## config.mk

```make
export PLATFORM = sky130hd
export DESIGN_NAME = pe
export DESIGN_NICKNAME = d
export VERILOG_FILES = /design/src/rtl/pe_pkg.sv /design/src/rtl/pe.sv
export SDC_FILE = /design/constraint.sdc
export NUM_CORES = 1
export LEC_CHECK = 0
export CELL_PAD_IN_SITES_DETAIL_PLACEMENT = 0
export CELL_PAD_IN_SITES_GLOBAL_PLACEMENT = 1
export CORE_MARGIN = 3
export CORE_UTILIZATION = 42
export DETAILED_ROUTE_END_ITERATION = 8
export GPL_TIMING_DRIVEN = 1
export MAX_ROUTING_LAYER = met4
export PLACE_DENSITY = 0.95
export SYNTH_ARGS = -nofsm -noshare
export SYNTH_HDL_FRONTEND = slang
export SYNTH_SLANG_ARGS = --single-unit
```

## constraint.sdc

```tcl
create_clock -name clk -period 11.02 [get_ports clk]
set_input_delay 1.102 -clock clk [delete_from_list [all_inputs] [get_ports clk]]
set_output_delay 1.102 -clock clk [all_outputs]
set_load 0.1 [all_outputs]
```

## src/rtl/pe_pkg.sv

```systemverilog
// Shared encodings and helpers for the Smith-Waterman systolic processing element.
// Holds base/direction codes, default scores and the max3-with-direction selector.
package pe_pkg;

    localparam logic [1:0] BASE_A = 2'd0;
    localparam logic [1:0] BASE_C = 2'd1;
    localparam logic [1:0] BASE_G = 2'd2;
    localparam logic [1:0] BASE_T = 2'd3;

    localparam logic [1:0] DIR_NONE = 2'd0;
    localparam logic [1:0] DIR_DIAG = 2'd1;
    localparam logic [1:0] DIR_UP   = 2'd2;
    localparam logic [1:0] DIR_LEFT = 2'd3;

    localparam int DEF_SCORE_W     = 8;
    localparam int DEF_MATCH_SC    = 2;
    localparam int DEF_MISMATCH_SC = -1;
    localparam int DEF_GAP_SC      = -1;

    typedef struct packed {
        logic signed [31:0] best;
        logic [1:0]         dir;
    } max3_t;

    // Ties resolve diag over up over left so traceback prefers the diagonal path.
    function automatic max3_t max3(input logic signed [31:0] d,
                                   input logic signed [31:0] u,
                                   input logic signed [31:0] l);
        max3_t r;
        if (d >= u && d >= l) begin
            r.best = d;
            r.dir  = DIR_DIAG;
        end else if (u >= l) begin
            r.best = u;
            r.dir  = DIR_UP;
        end else begin
            r.best = l;
            r.dir  = DIR_LEFT;
        end
        return r;
    endfunction

endpackage

```

## src/rtl/pe.sv

```systemverilog
// One Smith-Waterman PE: owns one read base (one DP row) and computes one cell
// per valid reference base, forwarding H(i,j) and H(i,j-1) to the next PE.
module pe
    import pe_pkg::*;
#(
    parameter int SCORE_W     = DEF_SCORE_W,
    parameter int MATCH_SC    = DEF_MATCH_SC,
    parameter int MISMATCH_SC = DEF_MISMATCH_SC,
    parameter int GAP_SC      = DEF_GAP_SC
) (
    input  logic                      clk,
    input  logic                      rst_n,
    input  logic                      compute_en,
    input  logic                      clear_en,
    input  logic                      in_valid,
    input  logic                      read_load_en,
    input  logic [1:0]                read_base_in,
    input  logic [1:0]                ref_base_in,
    input  logic signed [SCORE_W-1:0] in1_up,
    input  logic signed [SCORE_W-1:0] in2_diag,
    output logic signed [SCORE_W-1:0] out1,
    output logic signed [SCORE_W-1:0] out2,
    output logic                      out_valid,
    output logic [1:0]                dir,
    output logic signed [SCORE_W-1:0] pe_score
);

    localparam int EW    = SCORE_W + 1;
    localparam int H_MAX = (2 ** (SCORE_W - 1)) - 1;

    logic [1:0]                read_q;
    logic signed [SCORE_W-1:0] h_cur_q;
    logic signed [SCORE_W-1:0] h_prev_q;
    logic [1:0]                dir_q;
    logic                      valid_q;

    logic signed [EW-1:0]      score_s;
    logic signed [EW-1:0]      diag_s;
    logic signed [EW-1:0]      up_s;
    logic signed [EW-1:0]      left_s;
    max3_t                     pick;
    logic signed [31:0]        best_s;
    logic signed [SCORE_W-1:0] h_d;
    logic [1:0]                dir_d;
    logic                      fire;

    assign fire = compute_en && in_valid && !clear_en;

    // One extra bit of headroom keeps d/u/l exact before clamping to [0, H_MAX].
    always_comb begin
        score_s = (read_q == ref_base_in) ? EW'(MATCH_SC) : EW'(MISMATCH_SC);
        diag_s  = EW'(in2_diag) + score_s;
        up_s    = EW'(in1_up) + EW'(GAP_SC);
        left_s  = EW'(h_cur_q) + EW'(GAP_SC);
        pick    = max3(32'(diag_s), 32'(up_s), 32'(left_s));
        best_s  = pick.best;
        h_d     = '0;
        dir_d   = DIR_NONE;
        if (best_s > 0) begin
            dir_d = pick.dir;
            h_d   = (best_s > H_MAX) ? SCORE_W'(H_MAX) : SCORE_W'(best_s);
        end
    end

    always_ff @(posedge clk or negedge rst_n) begin
        if (!rst_n) begin
            read_q   <= '0;
            h_cur_q  <= '0;
            h_prev_q <= '0;
            dir_q    <= DIR_NONE;
            valid_q  <= 1'b0;
        end else begin
            if (read_load_en) begin
                read_q <= read_base_in;
            end
            if (clear_en) begin
                h_cur_q  <= '0;
                h_prev_q <= '0;
                dir_q    <= DIR_NONE;
                valid_q  <= 1'b0;
            end else if (fire) begin
                h_prev_q <= h_cur_q;
                h_cur_q  <= h_d;
                dir_q    <= dir_d;
                valid_q  <= 1'b1;
            end else begin
                valid_q  <= 1'b0;
            end
        end
    end

    assign out1      = h_cur_q;
    assign out2      = h_prev_q;
    assign pe_score  = h_cur_q;
    assign dir       = dir_q;
    assign out_valid = valid_q;

endmodule

```

# Word level (Yosys, flattened, before mapping)
# Index checks and enable logic that the tools add are counted.
[word_totals]
reg_bits = 21
latchBits = 0
mem_bits_rw = 0
rom_bits = 0
inputBits = 26
output_inout_bits = 27
elab_cells = 33
n_memories = 0
[op_classes]
add_sub_neg = 3
n_mul = 0
div_mod_pow = 0
n_lt_le_gt_ge = 5
n_eq_ne = 1
shifts = 0
muxes = 14
bitwise = 0
n_reduce_logical = 5
[op_table]
columns = ["op", "n"]
rows = [
  ["$mux W34", 2],
  ["$mux W8", 6],
  ["$gt A32 B1 Y1 const B", 1],
  ["$gt A32 B8 Y1 const B", 1],
  ["$ge A9 B9 Y1", 3],
  ["$add A8 B1 Y9 const B", 2],
  ["$add A8 B9 Y9", 1],
  ["$mux W9", 1],
  ["$mux W2", 3],
  ["$logic_and A1 B1 Y1", 3],
  ["$eq A2 B2 Y1", 1],
  ["$mux W1", 2],
  ["$reduce_bool A2 Y1", 1],
  ["$logic_not A1 Y1", 1],
]

# Logic depth before layout (Yosys ltp)
# Gate-level depths: netlist of the first run.
[depth]
depth_word = 11
ltp_mapped = 19

# Worst setup path after synthesis of the first run
# Ideal clock, no wire load.
[synth_timing]
path_type = "input port to flip-flop"
from = "input ref_base_in[0]"
to = "register h_cur_q[5] (netlist: out1[5])"
arrival_time_ps = 4588
slack_ps = 6309
path_stages = 18
path_cell_list = "xnor2_1 > nand2_1 > ha_1 > inv_1 > ha_1 > nand3b_1 > a21oi_1 > o21ai_0 > a22o_1 > ha_1 > nand2_1 > o41ai_1 > a211o_1 > o221ai_1 > a211oi_4 > mux2i_2 > o211ai_1 > a22o_1"
[synth_via]
elab_chain_len = 11
elab_cells_between_ends = 13
cone_classes = "add/sub (1); order compare (4); eq/ne (1); mux (6); reduce/logical (1)"
[synth_rtl]
columns = ["element", "line_no", "source"]
rows = [
  ["start, declared", "pe.sv:18", "input logic [1:0] ref_base_in,"],
  ["$eq A2 B2 Y1 (*)", "pe.sv:51", "score_s = (read_q == ref_base_in) ? EW'(MATCH_SC) : EW'(MISMATCH_SC);"],
  ["$mux W9 (*)", "pe.sv:51", ""],
  ["$add A8 B9 Y9 (*)", "pe.sv:52", "diag_s = EW'(in2_diag) + score_s;"],
  ["$ge A9 B9 Y1", "pe_pkg.sv:30", "if (d >= u && d >= l) begin"],
  ["$logic_and A1 B1 Y1", "pe_pkg.sv:30", ""],
  ["$mux W34 (*)", "pe_pkg.sv:30", ""],
  ["$gt A32 B8 Y1", "pe.sv:61", "h_d = (best_s > H_MAX) ? SCORE_W'(H_MAX) : SCORE_W'(best_s);"],
  ["$mux W8", "pe.sv:61", ""],
  ["$mux W8 (*)", "pe.sv:59", "if (best_s > 0) begin"],
  ["$mux W8 (*)", "pe.sv:81", "end else if (fire) begin"],
  ["$mux W8 (*)", "pe.sv:76", "if (clear_en) begin"],
  ["end signal, assigned", "pe.sv:68", "h_cur_q <= '0;"],
  ["end signal, assigned", "pe.sv:77", "h_cur_q <= '0;"],
  ["end signal, assigned", "pe.sv:83", "h_cur_q <= h_d;"],
  ["end, declared", "pe.sv:32", "logic signed [SCORE_W-1:0] h_cur_q;"],
]
# Mark *: on every way between the ends. The rest lies on a longest branch, timed or not. The select of a mux whose other input is x is not followed.
# A chain may end at the register's enable or synchronous reset.

# Final worst setup path of the first run
[layout_timing]
from = "input ref_base_in[0]"
to = "register h_cur_q[0] (netlist: out1[0])"
# Same word-level chain as after synthesis.

==> results of run 1 <==
[sequential cells by signal, indices dropped and copies added, names as in the netlist]
| signal | cells |
|---|---|
| out1 | 8 |
| out2 | 8 |
| read_q | 2 |
| out_valid | 1 |
| dir | 2 |
[worst paths after layout]
kind                                     start  endpoint  slack [ps]  cells after the start
worst max-delay path            ref_base_in[0]   out1[0]        5410                     19
worst min-delay path                   out2[5]   out2[5]         500                      1
worst max register to register       read_q[0]   out1[0]        6280                     18
worst min register to register         out2[5]   out2[5]         500                      1
max in group asynchronous                rst_n   out1[7]        9120                      1
min in group asynchronous                rst_n   out2[4]        1360                      1
[power groups by stage]
stage	clock network [W]	registers [W]	logic, W
finish	0.0000469	0.000111	0.000839
floorplan	0	0.000179	0.000613
CTS	0.0000481	0.000111	0.000835
global placement	0	0.000112	0.000822
detailed placement	0	0.000112	0.000832
global route	0.0000520	0.000113	0.000925
[cells in the mapped netlist (2+ instances only)]
cell	count
o221ai_1	3
dfrtp_1	21
xor2_1	5
nand4_1	5
o31ai_1	4
a21oi_1	11
nand3_1	4
ha_1	37
o211ai_1	9
mux2_2	10
nor3_1	7
a22o_1	16
and2_1	2
or3_1	3
o21ai_0	10
buf_2	2
a211oi_1	6
clkbuf_1	3
inv_1	27
nand2_1	26
nand3b_1	2
and4_1	2
nor2b_1	3
mux2i_1	4
and3_1	2
buf_4	9
nor3b_1	2
nor2_1	16
a21o_1	2
a211o_1	2
xnor2_1	13
[metrics by stage]
stage | cells | area (µm²) | total power, W | hold slack [ps]
6_report | 401 | 3050 | 0.000997 | 500
5_1_grt | 401 | 3050 | 0.00109 | 523
3_3_place_gp | 397 | 3000 | 0.000934 | 486
4_1_cts | 401 | 3050 | 0.000994 | 503
3_5_place_dp | 397 | 3000 | 0.000945 | 487
2_1_floorplan | 287 | 2480 | 0.000792 | 502
[cell families after synthesis]
kind of cell | share of synthesized area
and+or+nand+nor | 0.168
buffers and inverters | 0.0811
muxes | 0.0670
xor gates and xnor gates | 0.0701
adders and majority gates | 0.191
AOI/OAI and AO/OA | 0.211
DFF | 0.212
[area by class of cell]
class | instances | area [µm²]
Timing Repair Buffer | 53 | 528
Clock buffer | 4 | 45.0
Multi-Input combinational cell | 224 | 1760
Inverter | 27 | 101
Fill cell | 521 | 2560
Tap cell | 72 | 90.1
Sequential cell | 21 | 526
[per-layer routing]
metal  GRT usage  wire length, µm  part of all wire
met3      0.0248              348             0.057
met1       0.234             2780              0.46
met5           -                0                 0
met2       0.316             2890              0.47
met4      0.0342               77             0.013
[worst reg2reg max path, delay by kind of cell (launching register included)]
kind | cells | cell delay, ps
xor+xnor | 1 | 130
mux | 1 | 450
compound gates | 9 | 2280
fa+ha+maj | 3 | 800
simple gates | 3 | 520
buf+inv | 1 | 50
flops | 1 | 400
==> reports/results.ini, run 1 <==
[run_status]
status = completed

[clocking]
cts_resized = 0
clk_path_buf_depth = 2
cts_root_buf = clkbuf_8
htree_levels = 1
cts_tree = built
insertion_delay_ps = 250
clkTransAtPathRegs_ps = 70
hold_buffers = 0
cts_inserted_buffers = 3
clock-sinks = 21
postCtsSetupRepairBufs = 0

[layout]
drive_above_1_share = 0.0608
post-route-util = 0.543
layout_common_cells = 52 x clkdlybuf4s50_1, 37 x ha_1, 27 x inv_1
synthToLayoutAreaGrowth_pct = 22.7
fin_nets = 393
antennaDiodeCount = 0
layout_commonest_cell = clkdlybuf4s50_1

[die]
die_w_um = 82.9
die_area_mm2 = 0.00687
start_util = 0.443
core_area_mm2 = 0.00561
io_pins = 53
rows = 27
die_y_um = 82.9

[power_and_ir_drop]
pwr-share-comb = 0.842
seqPwrFrac = 0.111
p_per_area_mw_per_mm2 = 328
p_leak_nw = 1.35
clkPwrFrac = 0.047
p_sw_w = 0.000559
switching_share = 0.560
peakVddDrop_mv = 0.207
p_int_w = 0.000439

[worst_setup_path]
slowest_delay_ps = 630
critPathKind = input port to flip-flop
cpLargestDelayFamily = compound AO/OA/AOI/OAI gates
required_ps = 11160
cp_max_fo = 19
worstSetupStartpointType = input port
crit_slowest_cell = a211oi_4
path_cells = clkdlybuf4s50_1, xnor2_1, nand2_1, ha_1, inv_1, ha_1, nand3b_1, a21oi_1, o21ai_0, a22o_1, ha_1, nand2_1, o41ai_1, a211o_1, o221ai_1, a211oi_4, mux2i_2, o211ai_1, a22o_1
cpMostUsedCell = ha_1
critical_path_buf_inv_count = 2
endpoint_kind = flip-flop
worstPathArrival_ps = 5750

[synthesis]
synth_edf_count = 0
yosysTopAreaCellShare = 0.212
synth-seq-cells = 21
synth.distinct_cells = 50
synth_top_area_cell = dfrtp_1
syn_avg_cell_area_um2 = 8.65
synthesis.instances = 287
ys_seq_area_frac = 0.212
synthFlopType = dfrtp_1
synth_area_mm2 = 0.00248
synthTopCellsByArea = dfrtp_1 21%, ha_1 19%, a22o_1 5.6%, xnor2_1 4.6%, mux2_2 4.5%
async_flop_share = 1.00
ys_warn_count = 0
synth.net_count = 350

[sta]
clock.fmax_ghz = 0.178
fin_skew_ps = 1.09
rsz0062_at_grt = false
slew_violations = 0
setup_viol = 0
hold_violations = 0
fin_ws_ps = 5410
layout_min_cycle_time_ps = 5610
tightest_slew_ps = 1210
fin_crit_sh = 0.509
setup_tns_ps = 0
slew_headroom = 0.192

[detailed_routing]
firstDrtPassIters = 4
viasPerCell = 5.61
final_antenna_net_count = 0
drt_iter0_drc = 138
drc_errors = 0
wl_per_cell_um = 15.2
vias = 2250
routed_wl_mm = 6.09

[global_routing]
grt_use_total = 0.184
grt_start_max_net_pins = 22
grt.overflow.total = 0
antenna_found_initial = 0
first_global_vias = 2192
grt_pass1_wl_mm = 10.4

[placed_design]
dp.final_hpwl_mm = 5.02
port_buffers = 52
gpl.final_weighted_congestion = 0.903
dp_slack_ps = 5160

[flow_run]
cap_viol_max_count = 0

[worst_hold_path]
holdCritPathClass = flip-flop to flip-flop

(Power assumes the default switching activity.)
==> run 2, diff against run 1 <==
CORE_UTILIZATION = 39   (was 42)
PLACE_DENSITY = 0.92   (was 0.95)
clock period = 5.8 ns   (was 11.02 ns; I/O delays follow)
==> reports/results.ini, run 2 (same netlist as run 1, synthesis figures left out) <==
[run_status]
status = completed

[detailed_routing]
vias = 2278
drt_iter0_drc = 118
drc_errors = 0
firstDrtPassIters = 4
routed_wl_mm = 6.22
final_antenna_net_count = 0
wl_per_cell_um = 15.3
viasPerCell = 5.60

[sta]
fin_ws_ps = 780
setup_tns_ps = 0
setup_viol = 0
layout_min_cycle_time_ps = 5020
rsz0062_at_grt = false
fin_crit_sh = 0.866
slew_headroom = 0.291
fin_skew_ps = 2.38
hold_violations = 0
hold_slack_ps = 492
slew_violations = 0
clock.fmax_ghz = 0.199
tightest_slew_ps = 1050

[flow_run]
cap_viol_max_count = 0

[global_routing]
grt.overflow.total = 0
first_global_vias = 2186
grt_pass1_wl_mm = 10.4
grt_use_total = 0.179
antenna_found_initial = 0
grt_start_max_net_pins = 22

[worst_setup_path]
cpLargestDelayFamily = compound AO/OA/AOI/OAI gates
worstSetupStartpointType = input port
endpoint_kind = flip-flop
crit_path_start = ref_base_in[0]
r2r-start = read_q[0]
crit_slowest_cell = mux2i_1
worstPathArrival_ps = 5210
path_cells = clkdlybuf4s50_1, xnor2_1, nand2_1, ha_1, inv_1, ha_1, nand3b_1, a21oi_1, o21ai_0, a22o_1, ha_1, nand2_1, o41ai_1, a211o_1, o221ai_1, a211oi_4, buf_4, mux2i_1, a22o_1
critical_path_buf_inv_count = 3
cpMostUsedCell = ha_1
critPathKind = input port to flip-flop
cp_max_fo = 13
slowest_delay_ps = 530
required_ps = 5990

[clocking]
clock-sinks = 21
hold_buffers = 0
postCtsSetupRepairBufs = 0
cts_root_buf = clkbuf_8
htree_levels = 1
clk_path_buf_depth = 2
cts_tree = built
insertion_delay_ps = 250
clkTransAtPathRegs_ps = 70
cts_resized = 0
cts_inserted_buffers = 3

[power_and_ir_drop]
p_int_w = 0.000854
pwr-share-comb = 0.847
p_leak_nw = 1.37
switching_share = 0.562
p_sw_w = 0.00110
clkPwrFrac = 0.047
seqPwrFrac = 0.106
peakVddDrop_mv = 0.275
p_per_area_mw_per_mm2 = 635

[placed_design]
dp_slack_ps = 567
port_buffers = 52
gpl.final_weighted_congestion = 0.919
dpl_cell_area_mm2 = 0.00303
dp.final_hpwl_mm = 5.03
placed_cells = 403

[die]
core_area_mm2 = 0.00603
die_area_mm2 = 0.00736
die_y_um = 85.8
io_pins = 53
rows = 28
start_util = 0.412
die_w_um = 85.8

[layout]
fin_cells = 407
layout_common_cells = 52 x clkdlybuf4s50_1, 37 x ha_1, 27 x inv_1
layout_commonest_cell = clkdlybuf4s50_1
antennaDiodeCount = 0
synthToLayoutAreaGrowth_pct = 23.7
fin_nets = 396
fin_area_mm2 = 0.00307
drive_above_1_share = 0.0693

[worst_hold_path]
holdCritPathClass = flip-flop to flip-flop
worstHoldStart = dir[0]

run 2: changes by cell type in the layout (fill, tap and decap cells not counted):
cell   previous run  this run
buf_4             1         4
run 2: area by class of cell:
cell class                 count  area (µm²)
sequential                    21         526
clock buffer                   4        45.0
timing repair buffer          56         551
inverter                      27         101
fill                         576        2950
tap                           75        93.8
multi-input combinational    224        1760
run 2: worst min-delay path, stage by stage (launching register included):
cell and delay, ps:
dfrtp_1 340, nand2_1 50, o31ai_1 60
run 2: worst paths after layout:
kind,endpoint,slack (ps),cells after the start
min,dir[0],490,2
max reg2reg,out1[5],1120,18
max in group asynchronous,out1[6],4440,1
max,out1[5],780,19
min reg2reg,dir[0],490,2
min in group asynchronous,out2[2],820,1
run 2: layer usage:
metal	global-route usage	wire length [µm]	up-vias
met2	0.303	3050	58
met4	0.0259	35	0
met1	0.236	2870	1070
met3	0.0183	256	4
li1	-	-	1146
met5	-	0	-
run 2: power groups by stage:
stage | clock [W] | combinational, W | sequential (W)
2_1_floorplan | 0 | 0.00117 | 0.000340
5_1_grt | 0.000101 | 0.00182 | 0.000213
4_1_cts | 0.0000932 | 0.00165 | 0.000207
3_3_place_gp | 0 | 0.00161 | 0.000211
3_5_place_dp | 0 | 0.00164 | 0.000210
6_report | 0.0000915 | 0.00165 | 0.000207
run 2: through the flow:
stage	util	power (W)
2_1_floorplan	-	0.00151
6_report	0.510	0.00195
3_3_place_gp	0.502	0.00182
3_5_place_dp	0.502	0.00185
5_1_grt	0.510	0.00213
4_1_cts	0.510	0.00195
